--- src/rtl/io_bank_pkg.sv ---
// io_bank_pkg -- shared types for the IO bank controller.
//   io_mode_t   : per-channel pad mode (INPUT, OUTPUT, OPEN_DRAIN, ALT)
//   cfg_state_t : configuration FSM states (IDLE, APPLY)
//   ch_idx_w()  : width of a channel index, never below 1 bit
//   pad_drive() : pad {oe, out} for a mode, level and core-side request
package io_bank_pkg;

  localparam logic [1:0] MODE_ENC_INPUT      = 2'd0;
  localparam logic [1:0] MODE_ENC_OUTPUT     = 2'd1;
  localparam logic [1:0] MODE_ENC_OPEN_DRAIN = 2'd2;
  localparam logic [1:0] MODE_ENC_ALT        = 2'd3;

  typedef enum logic [1:0] {
    MODE_INPUT      = MODE_ENC_INPUT,
    MODE_OUTPUT     = MODE_ENC_OUTPUT,
    MODE_OPEN_DRAIN = MODE_ENC_OPEN_DRAIN,
    MODE_ALT        = MODE_ENC_ALT
  } io_mode_t;

  typedef enum logic {
    ST_IDLE  = 1'b0,
    ST_APPLY = 1'b1
  } cfg_state_t;

  function automatic int ch_idx_w(input int n);
    return (n > 1) ? $clog2(n) : 1;
  endfunction

  // Returns {oe, out}. Open drain only ever pulls low: releasing the line
  // (val=1) means turning the driver off.
  function automatic logic [1:0] pad_drive(input io_mode_t mode, input logic val,
                                           input logic c_out, input logic c_oe);
    logic [1:0] drv;
    case (mode)
      MODE_INPUT:      drv = 2'b00;
      MODE_OUTPUT:     drv = {1'b1, val};
      MODE_OPEN_DRAIN: drv = {~val, 1'b0};
      MODE_ALT:        drv = {c_oe, c_out};
      default:         drv = 2'b00;
    endcase
    return drv;
  endfunction

endpackage

--- src/rtl/io_bank_chan.sv ---
// io_bank_chan -- one IO channel: mode/level/irq-enable registers, 2-flop
// input synchroniser, optional debounce, change detect and pending flag.
// Optional feature: IO_BANK_DEBOUNCE_EN adds a per-channel debounce counter.
// Ports:
//   clk, rst                    clock, synchronous active-high reset
//   wr_en                       load wr_mode/wr_val/wr_irq_en this edge
//   wr_mode, wr_val, wr_irq_en  new configuration for this channel
//   db_thresh                   debounce threshold (ignored without debounce)
//   pad_in, pad_out, pad_oe     pad-cell side
//   core_out, core_oe, core_in  core side
//   irq_clear, irq_pending      pending flag clear / state
module io_bank_chan import io_bank_pkg::*; #(
  parameter int DB_W = 8
) (
  input  logic            clk,
  input  logic            rst,
  input  logic            wr_en,
  input  io_mode_t        wr_mode,
  input  logic            wr_val,
  input  logic            wr_irq_en,
  input  logic [DB_W-1:0] db_thresh,
  input  logic            pad_in,
  input  logic            core_out,
  input  logic            core_oe,
  input  logic            irq_clear,
  output logic            pad_out,
  output logic            pad_oe,
  output logic            core_in,
  output logic            irq_pending
);

  io_mode_t mode_r;
  logic     val_r;
  logic     irq_en_r;
  logic     sync1_r;
  logic     sync2_r;
  logic     pend_r;
  logic     change_s;   // stable value flips on the coming edge
  logic     stable_s;

  // Channel configuration registers, loaded on the APPLY edge
  always_ff @(posedge clk) begin
    if (rst) begin
      mode_r   <= MODE_INPUT;
      val_r    <= 1'b0;
      irq_en_r <= 1'b0;
    end else if (wr_en) begin
      mode_r   <= wr_mode;
      val_r    <= wr_val;
      irq_en_r <= wr_irq_en;
    end else begin
      mode_r   <= mode_r;
      val_r    <= val_r;
      irq_en_r <= irq_en_r;
    end
  end

  // Two-flop synchroniser on the pad input
  always_ff @(posedge clk) begin
    if (rst) begin
      sync1_r <= 1'b0;
      sync2_r <= 1'b0;
    end else begin
      sync1_r <= pad_in;
      sync2_r <= sync1_r;
    end
  end

`ifdef IO_BANK_DEBOUNCE_EN
  logic            stable_r;
  logic [DB_W-1:0] cnt_r;
  logic            cnt_hit_s;

  // The counter only runs while sync disagrees with stable, so reaching the
  // threshold means the new level persisted that long.
  assign cnt_hit_s = (cnt_r >= db_thresh);
  assign change_s  = (sync2_r != stable_r) && cnt_hit_s;
  assign stable_s  = stable_r;

  // Debounce counter (saturating) and stable value register
  always_ff @(posedge clk) begin
    if (rst) begin
      stable_r <= 1'b0;
      cnt_r    <= '0;
    end else if (sync2_r == stable_r) begin
      stable_r <= stable_r;
      cnt_r    <= '0;
    end else if (cnt_hit_s) begin
      stable_r <= sync2_r;
      cnt_r    <= '0;
    end else if (cnt_r != {DB_W{1'b1}}) begin
      stable_r <= stable_r;
      cnt_r    <= cnt_r + DB_W'(1'b1);
    end else begin
      stable_r <= stable_r;
      cnt_r    <= cnt_r;
    end
  end
`else
  logic unused_db_s;

  // Stable is the synchroniser output; it flips on the edge sync1 moves into sync2.
  assign change_s    = sync1_r ^ sync2_r;
  assign stable_s    = sync2_r;
  assign unused_db_s = ^db_thresh;
`endif

  // Pending flag: disabling the interrupt drops it, a new change beats irq_clear
  always_ff @(posedge clk) begin
    if (rst) begin
      pend_r <= 1'b0;
    end else if (wr_en && !wr_irq_en) begin
      pend_r <= 1'b0;
    end else if (irq_en_r && change_s) begin
      pend_r <= 1'b1;
    end else if (irq_clear) begin
      pend_r <= 1'b0;
    end else begin
      pend_r <= pend_r;
    end
  end

  // ALT mode passes core_out/core_oe straight through to the pad.
  assign {pad_oe, pad_out} = pad_drive(mode_r, val_r, core_out, core_oe);
  assign core_in           = stable_s;
  assign irq_pending       = pend_r;

endmodule

--- src/rtl/io_bank_ctrl.sv ---
// io_bank_ctrl -- bank of NUM_CH configurable bidirectional IO channels.
// A write (cfg_valid && cfg_ready) is captured, the FSM spends one APPLY
// cycle, and the target channel takes the new setting on the edge leaving
// APPLY. Writes to channels >= NUM_CH are accepted, change nothing and raise
// cfg_err during APPLY.
// Optional feature: IO_BANK_DEBOUNCE_EN enables per-channel input debounce.
// Ports:
//   clk, rst                         clock, synchronous active-high reset
//   cfg_valid/cfg_ready              write handshake
//   cfg_ch, cfg_mode, cfg_val,
//   cfg_irq_en                       write payload
//   cfg_err                          invalid-channel pulse
//   db_thresh                        global debounce threshold
//   pad_in/pad_out/pad_oe            pad-cell side
//   core_out/core_oe/core_in         core side
//   irq_pending/irq_clear, irq       per-channel pending flags, OR of them
module io_bank_ctrl import io_bank_pkg::*; #(
  parameter  int NUM_CH = 5,
  parameter  int DB_W   = 8,
  localparam int CH_W   = ch_idx_w(NUM_CH)
) (
  input  logic              clk,
  input  logic              rst,
  input  logic              cfg_valid,
  output logic              cfg_ready,
  input  logic [CH_W-1:0]   cfg_ch,
  input  logic [1:0]        cfg_mode,
  input  logic              cfg_val,
  input  logic              cfg_irq_en,
  output logic              cfg_err,
  input  logic [DB_W-1:0]   db_thresh,
  input  logic [NUM_CH-1:0] pad_in,
  output logic [NUM_CH-1:0] pad_out,
  output logic [NUM_CH-1:0] pad_oe,
  input  logic [NUM_CH-1:0] core_out,
  input  logic [NUM_CH-1:0] core_oe,
  output logic [NUM_CH-1:0] core_in,
  output logic [NUM_CH-1:0] irq_pending,
  input  logic [NUM_CH-1:0] irq_clear,
  output logic              irq
);

  // One extra bit so NUM_CH itself is representable for the range check.
  localparam logic [CH_W:0] NUM_CH_V = (CH_W + 1)'(NUM_CH);

  cfg_state_t      state_r;
  cfg_state_t      state_nxt_s;
  logic            rdy_r;
  logic            err_r;
  logic            accept_s;
  logic            apply_s;
  logic            ch_bad_s;
  logic [CH_W-1:0] ch_r;
  io_mode_t        mode_r;
  logic            val_r;
  logic            irq_en_r;

  assign accept_s = cfg_valid && rdy_r;
  assign ch_bad_s = ({1'b0, cfg_ch} >= NUM_CH_V);
  assign apply_s  = (state_r == ST_APPLY);

  // Configuration FSM next-state logic
  always_comb begin
    state_nxt_s = state_r;
    case (state_r)
      ST_IDLE: begin
        if (accept_s) begin
          state_nxt_s = ST_APPLY;
        end else begin
          state_nxt_s = ST_IDLE;
        end
      end
      ST_APPLY: state_nxt_s = ST_IDLE;
      default:  state_nxt_s = ST_IDLE;
    endcase
  end

  // FSM state plus registered ready/error; ready stays low through reset
  always_ff @(posedge clk) begin
    if (rst) begin
      state_r <= ST_IDLE;
      rdy_r   <= 1'b0;
      err_r   <= 1'b0;
    end else begin
      state_r <= state_nxt_s;
      rdy_r   <= (state_nxt_s == ST_IDLE);
      err_r   <= accept_s && ch_bad_s;
    end
  end

  // Capture the accepted write payload for the APPLY cycle
  always_ff @(posedge clk) begin
    if (rst) begin
      ch_r     <= '0;
      mode_r   <= MODE_INPUT;
      val_r    <= 1'b0;
      irq_en_r <= 1'b0;
    end else if (accept_s) begin
      ch_r     <= cfg_ch;
      mode_r   <= io_mode_t'(cfg_mode);
      val_r    <= cfg_val;
      irq_en_r <= cfg_irq_en;
    end else begin
      ch_r     <= ch_r;
      mode_r   <= mode_r;
      val_r    <= val_r;
      irq_en_r <= irq_en_r;
    end
  end

  // An out-of-range ch_r matches no channel, so invalid writes change nothing.
  for (genvar gi = 0; gi < NUM_CH; gi++) begin : g_chan
    io_bank_chan #(
      .DB_W(DB_W)
    ) u_chan (
      .clk         (clk),
      .rst         (rst),
      .wr_en       (apply_s && (ch_r == CH_W'(gi))),
      .wr_mode     (mode_r),
      .wr_val      (val_r),
      .wr_irq_en   (irq_en_r),
      .db_thresh   (db_thresh),
      .pad_in      (pad_in[gi]),
      .core_out    (core_out[gi]),
      .core_oe     (core_oe[gi]),
      .irq_clear   (irq_clear[gi]),
      .pad_out     (pad_out[gi]),
      .pad_oe      (pad_oe[gi]),
      .core_in     (core_in[gi]),
      .irq_pending (irq_pending[gi])
    );
  end

  assign cfg_ready = rdy_r;
  assign cfg_err   = err_r;
  assign irq       = |irq_pending;

endmodule

--- config.mk ---
export PLATFORM = sky130hd
export DESIGN_NAME = io_bank_ctrl
export DESIGN_NICKNAME = d
export VERILOG_FILES = /design/src/rtl/io_bank_pkg.sv /design/src/rtl/io_bank_chan.sv /design/src/rtl/io_bank_ctrl.sv
export SDC_FILE = /design/constraint.sdc
export NUM_CORES = 1
export LEC_CHECK = 0
export BUFFER_PORTS_ARGS = -buffer_cell sky130_fd_sc_hd__buf_2
export CAP_MARGIN = 10
export CORE_ASPECT_RATIO = 2
export CORE_MARGIN = 2
export CORE_UTILIZATION = 40
export DETAILED_ROUTE_END_ITERATION = 8
export GPL_ROUTABILITY_DRIVEN = 1
export SLEW_MARGIN = 40
export SYNTH_ARGS = -nofsm -noshare
export SYNTH_HDL_FRONTEND = slang
export SYNTH_SLANG_ARGS = --single-unit
--- constraint.sdc ---
create_clock -name clk -period 1.7 [get_ports clk]
set_input_delay 0.34 -clock clk [delete_from_list [all_inputs] [get_ports clk]]
set_output_delay 0.34 -clock clk [all_outputs]
set_load 0.005 [all_outputs]
==> results of run 1 <==
## state kept, by name (all words and copies together), names as in the netlist
register / cells
apply_s: 1
cfg_err: 1
cfg_ready: 1
ch_r: 3
g_chan.u_chan.core_in: 5
g_chan.u_chan.irq_en_r: 5
g_chan.u_chan.irq_pending: 5
g_chan.u_chan.mode_r: 10
g_chan.u_chan.sync1_r: 5
g_chan.u_chan.val_r: 5
irq_en_r: 1
mode_r: 2
val_r: 1
## critical path, stage by stage (launching register included)
cell     delay, ns
dfxtp_1       0.38
inv_1         0.06
o21ai_0       0.16
o31ai_1       0.08
buf_2         0.13
## power groups by stage
stage | combinational (mW) | clock, mW | sequential, mW
floorplan | 0.0706 | 0 | 1.12
global route | 0.122 | 0.707 | 1.11
finish | 0.109 | 0.644 | 1.10
detailed placement | 0.111 | 0 | 1.13
global placement | 0.109 | 0 | 1.13
CTS | 0.111 | 0.669 | 1.10
## layer usage
layer	share of wire, %	vias up
li1	-	744
met1	43	620
met2	50	38
met3	5.5	5
met4	1.6	0
met5	0	-
## worst paths after layout
path / from / to / slack, ns / depth (start not counted)
worst max-delay path: g_chan[2].u_chan.mode_r[1] / pad_oe[2] / 0.25 / 4
worst min-delay path: pad_in[4] / g_chan[4].u_chan.sync1_r / 0.25 / 2
worst max register to register: apply_s / g_chan[1].u_chan.mode_r[0] / 0.40 / 4
worst min register to register: g_chan[1].u_chan.sync1_r / g_chan[1].u_chan.core_in / 0.48 / 1
## synthesized netlist by cell type
| master | n | area, µm² |
|---|---|---|
| and4bb_1 | 1 | 12.5 |
| o21ai_0 | 6 | 30.0 |
| xor2_1 | 5 | 43.8 |
| nor4b_4 | 1 | 23.8 |
| nor3_1 | 7 | 35.0 |
| a21oi_1 | 12 | 60.1 |
| nor4bb_1 | 2 | 20.0 |
| nand3_1 | 7 | 35.0 |
| nor2_1 | 24 | 90.1 |
| nor2b_1 | 24 | 150 |
| mux2i_1 | 25 | 250 |
| clkbuf_1 | 8 | 30.0 |
| dfxtp_1 | 45 | 901 |
| nor3_2 | 1 | 10.0 |
| buf_4 | 22 | 165 |
| nand4b_1 | 1 | 8.76 |
| buf_2 | 1 | 5.00 |
| nand2_1 | 9 | 33.8 |
| o31ai_1 | 5 | 37.5 |
| inv_1 | 5 | 18.8 |
## logic make-up after synthesis
kind of cell,Yosys count
xor+xnor,5
buf+inv,36
mux,25
flops,45
simple gates,77
compound gates,23
## layout make-up
cell class / instances / area share (%)
Clock buffer: 7 / 3.90
Inverter: 5 / 0.848
Multi-Input combinational cell: 130 / 38.0
Sequential cell: 45 / 40.7
Tap cell: 57 / 3.22
Timing Repair Buffer: 55 / 13.3
## stage by stage
stage	instance area [µm²]	setup WS (ns)	hold WS, ns	power (mW)
6_report	2210	0.253	0.253	1.86
2_1_floorplan	1960	0.541	0.458	1.19
3_5_place_dp	2130	0.387	0.468	1.24
3_3_place_gp	2130	0.414	0.464	1.24
5_1_grt	2210	0.134	0.254	1.94
4_1_cts	2210	0.240	0.248	1.88
==> out/qor.txt, run 1 <==
Status - finished clean
TritonCTS buffer count - 5
Crit path time final - 1.45 ns
Starting Density - 41.1%
WL/cell - 11.0 µm
H-Tree Level Count - 2
Slew HR - 68.3%
PD cells - 839 nW/µm²
Post-Syn Instances - 211
Post-Synth Simple-Gate Area - 21.4%
Horiz. Die Dim - 53.5 µm
Most frequent cells in the layout - 52 x buf_2, 45 x dfxtp_1, 25 x mux2i_1, 24 x nor2b_1, 24 x nor2_1
Total track usage - 12.7%
Layout cells sized above 1 - 26.0%
Hold bufs inserted after CTS - 0
Routability cong. - 0.742
Psw - 399 µW
Crit path max fanout - 3
Die Y-Extent - 103 µm
Detail-routed via count per cell - 4.71
DRC - 0
Adder-Cell Fraction of Synth Area - 0%
# rows - 36
Fin util - 46.4%
Setup violations, final - 0
GR Overflow Total - 0
Post-Synthesis Cell Area - 1960 µm²
Final Hold Viols - 0
Synth Warn # - 0
Met3 Resource Use GR - 3.62%
CP required - 1.36 ns
Clock transition at path regs - 0.08 ns
Multi-input gate area - 841 µm²
Root Driver - clkbuf_8
Number of distinct library cells after synthesis - 20
Mux cell area share after synthesis - 12.8%
Setup_tns - 0 ns
Clk network pwr share - 34.7%
Largest family of logic cells by synthesized area - simple AND/OR/NAND/NOR gates
Static Leak - 0.939 nW
Fin. max-slew vios - 0
Xor/xnor share of the synthesized area - 2.23%
DR pass1 iterations - 3
Worst-Margin Slew - 0.473 ns
Max cap viols - 0
Clock Path Buffers - 2
RSZ-0062 raised after global routing - false
First-pass GRT wire length - 5150 µm
Antenna violations before repair - 0
Fillers - 498
Sequential share of power - 59.4%
PortBufs - 52
Worst setup path class - reg2out
Post-DRT Antenna Nets - 0
Post-synthesis average cell area - 9.29 µm²
Register Area - 901 µm²
Die ar. - 5510 µm²
Synth Net Count - 249
Final wirelength - 3290 µm
Post-synthesis register bit count - 45
Register area share after synthesis - 45.9%
CTS tree - yes
Final period utilization - 85.1%
CP Launch Type - register
Worst VDD drop - 0.000976 V
Critical path capture point type - output port
Comb power frac - 5.9%
Number of DRC markers in iteration 0 - 9
Syn-to-layout area delta - 12.9%
Clock Skews - 0.00359 ns
DPL Wire Length - 2490 µm
Crit path DAT - 1.11 ns
Most common cell after layout, fill and taps aside - buf_2
Layout Cells excl Fill - 299
Postcts setup bufs - 0
Largest net degree at the start of global routing - 25
Switching share of power - 21.5%
Busiest metal layer after global routing - met2
Complex-gate fraction of the synthesized area - 6.51%
Vias in the first global route - 1230
Post_cts resized - 0
Nets - 280
Post-Place Cells - 292
Via count - 1407
Min-Delay Path Class - in2reg
# clock sinks - 45
Peak Freq - 691 MHz
Ant. Diodes - 0
IO Pins - 61
Internal power - 1.46 mW
Worst-Skew Late Latency - 0.29 ns
Core ar. - 4770 µm²
GR Util met2 - 22.1%
GR Util met1 - 13.7%
No activity file was read; power rests on OpenSTA's default activity.
==> run 2, diff against run 1 <==
--- a/config.mk
+++ b/config.mk
@@ -9,9 +9,10 @@
 export CAP_MARGIN = 10
 export CORE_ASPECT_RATIO = 2
 export CORE_MARGIN = 2
-export CORE_UTILIZATION = 40
+export CORE_UTILIZATION = 50
 export DETAILED_ROUTE_END_ITERATION = 8
 export GPL_ROUTABILITY_DRIVEN = 1
+export PLACE_DENSITY = 0.78
 export SLEW_MARGIN = 40
 export SYNTH_ARGS = -nofsm -noshare
 export SYNTH_HDL_FRONTEND = slang
==> run 2 against run 1 <==
Against the previous run: core utilization increased by 12 points; count of clock-buffer cells in the layout decreased by 1; final cell count decreased by 1.3%; sequential share of layout area decreased by 0.39 points; via count increased by 2.6%; register-to-register slack got worse by 0.14 ns; global-route usage increased by 3.7 points; first-iteration DRC count increased to 3.4 times the previous value; die area decreased by 19%; maximum frequency decreased by 2.6%.
==> out/qor.txt, run 2 (synthesized netlist as in run 1, its figures left out) <==
Reg2reg path depth - 4
Syn-to-layout area delta - 14.0%
Setup violations, final - 0
Critical Path Sink - pad_oe[1]
Critical Path Slowest Stage Cell - dfxtp_1
Critical path capture point type - output port
Max cap viols - 0
CP required - 1.36 ns
WL/cell - 11.4 µm
First-pass GRT wire length - 5240 µm
Horiz. Die Dim - 48.3 µm
Starting Density - 51.5%
# clock sinks - 45
Post-DRT Antenna Nets - 0
Worst-Skew Late Latency - 0.29 ns
Routability cong. - 0.789
Core ar. - 3800 µm²
Setup_tns - 0 ns
Postcts setup bufs - 0
Finished Cell Area - 2230 µm²
Crit path largest cell delay - 0.40 ns
Static Leak - 0.953 nW
Hold bufs inserted after CTS - 0
Stages on the worst setup path - 4
Status - finished clean
PD cells - 910 nW/µm²
Peak Freq - 673 MHz
Crit path DAT - 1.14 ns
Hold Path Depth - 2
Switching share of power - 20.9%
Antenna violations before repair - 0
Final Hold Viols - 0
Clock Skews - 0.00359 ns
Clk network pwr share - 40.5%
Die ar. - 4470 µm²
Post_cts resized - 0
Nets - 281
R2r setup slk - 0.26 ns
CTS tree - yes
RSZ-0062 raised after global routing - false
DPL Wire Length - 2470 µm
Via count - 1444
PortBufs - 52
DR pass1 iterations - 4
Number of DRC markers in iteration 0 - 31
Hold path start - pad_in[0]
Psw - 425 µW
Most common cell after layout, fill and taps aside - buf_2
Ant. Diodes - 0
H-Tree Level Count - 2
Die Y-Extent - 92.6 µm
CP Launch Type - register
Comb power frac - 5.2%
GR Overflow Total - 0
Clock Path Buffers - 2
Max FFs per register - 10
Critical path startpoint - g_chan[1].u_chan.mode_r[1]
Slew HR - 71.5%
Crit path time final - 1.48 ns
R2R Path End - g_chan[1].u_chan.mode_r[0]
Min-Delay Path Class - in2reg
Crit path buf inv count - 2
Placed cell area - 2110 µm²
Worst setup path class - reg2out
# rows - 32
Internal power - 1.61 mW
Crit-path cells - inv_1 -> o21ai_0 -> o31ai_1 -> buf_2
Most frequent cells in the layout - 52 x buf_2, 45 x dfxtp_1, 25 x mux2i_1, 24 x nor2b_1, 24 x nor2_1
Sequential share of power - 54.3%
Top delay family on crit path - flip-flops
TritonCTS buffer count - 5
R2R Path Start - apply_s
Fillers - 363
Largest net degree at the start of global routing - 46
Fin. max-slew vios - 0
Worst-Margin Slew - 0.425 ns
Final period utilization - 87.4%
Layout cells sized above 1 - 27.0%
IO Pins - 61
Vias in the first global route - 1222
Detail-routed via count per cell - 4.89
DRC - 0
Clock transition at path regs - 0.08 ns
Most flops, register - g_chan.u_chan.mode_r
Crit path max fanout - 3
Worst VDD drop - 0.00105 V
Root Driver - clkbuf_8
Final wirelength - 3370 µm
Total track usage - 16.5%
-- run 2: cell count changes in the layout (fill, tap and decap cells not counted) --
cell | before | now
buf_12 | 1 | 0
buf_4 | 2 | 4
bufinv_16 | 0 | 1
clkbuf_1 | 1 | 0
clkinvlp_4 | 0 | 1
-- run 2: through the flow --
step | cells | setup slack [ns] | util, % | total power, mW | hold WS [ns]
6_report | 295 | 0.215 | 58.8 | 2.03 | 0.252
5_1_grt | 295 | 0.0848 | 58.8 | 2.12 | 0.238
4_1_cts | 295 | 0.197 | 58.8 | 2.05 | 0.248
3_5_place_dp | 287 | 0.247 | 55.6 | 1.24 | 0.468
3_3_place_gp | 287 | 0.301 | 55.6 | 1.23 | 0.464
2_1_floorplan | 211 | 0.541 | - | 1.19 | 0.458
-- run 2: routing by layer --
metal / track usage [%] / part of all wire [%] / vias up
met1: 18.1 / 39 / 652
met4: 8.78 / 3.3 / 0
li1: - / - / 744
met2: 26.8 / 54 / 37
met3: 4.29 / 4.5 / 11
met5: 0 / 0 / -
-- run 2: worst min-delay path by stage --
| stage | end | slack [ns] |
|---|---|---|
| 6_report | g_chan[0].u_chan.sync1_r | 0.25 |
| 5_1_grt | g_chan[1].u_chan.sync1_r | 0.24 |
| 4_1_cts | g_chan[1].u_chan.sync1_r | 0.25 |
| 3_5_place_dp | g_chan[1].u_chan.core_in | 0.47 |
| 3_3_place_gp | g_chan[0].u_chan.core_in | 0.46 |
| 2_1_floorplan | g_chan[0].u_chan.core_in | 0.46 |
-- run 2: cell type report --
type / count / area (µm²) / share of cell area, %
sequential: 45 / 901 / 40.3
multi-input combinational: 130 / 841 / 37.6
timing repair buffer: 56 / 290 / 13.0
clock buffer: 6 / 82.6 / 3.70
tap: 51 / 63.8 / 2.86
clock inverter: 2 / 37.5 / 1.68
inverter: 5 / 18.8 / 0.840
-- run 2: power groups by stage --
stage | sequential, mW | clock [mW] | combinational [mW]
floorplan | 1.12 | 0 | 0.0706
finish | 1.10 | 0.824 | 0.106
CTS | 1.10 | 0.839 | 0.108
detailed placement | 1.13 | 0 | 0.107
global route | 1.11 | 0.890 | 0.120
global placement | 1.13 | 0 | 0.105
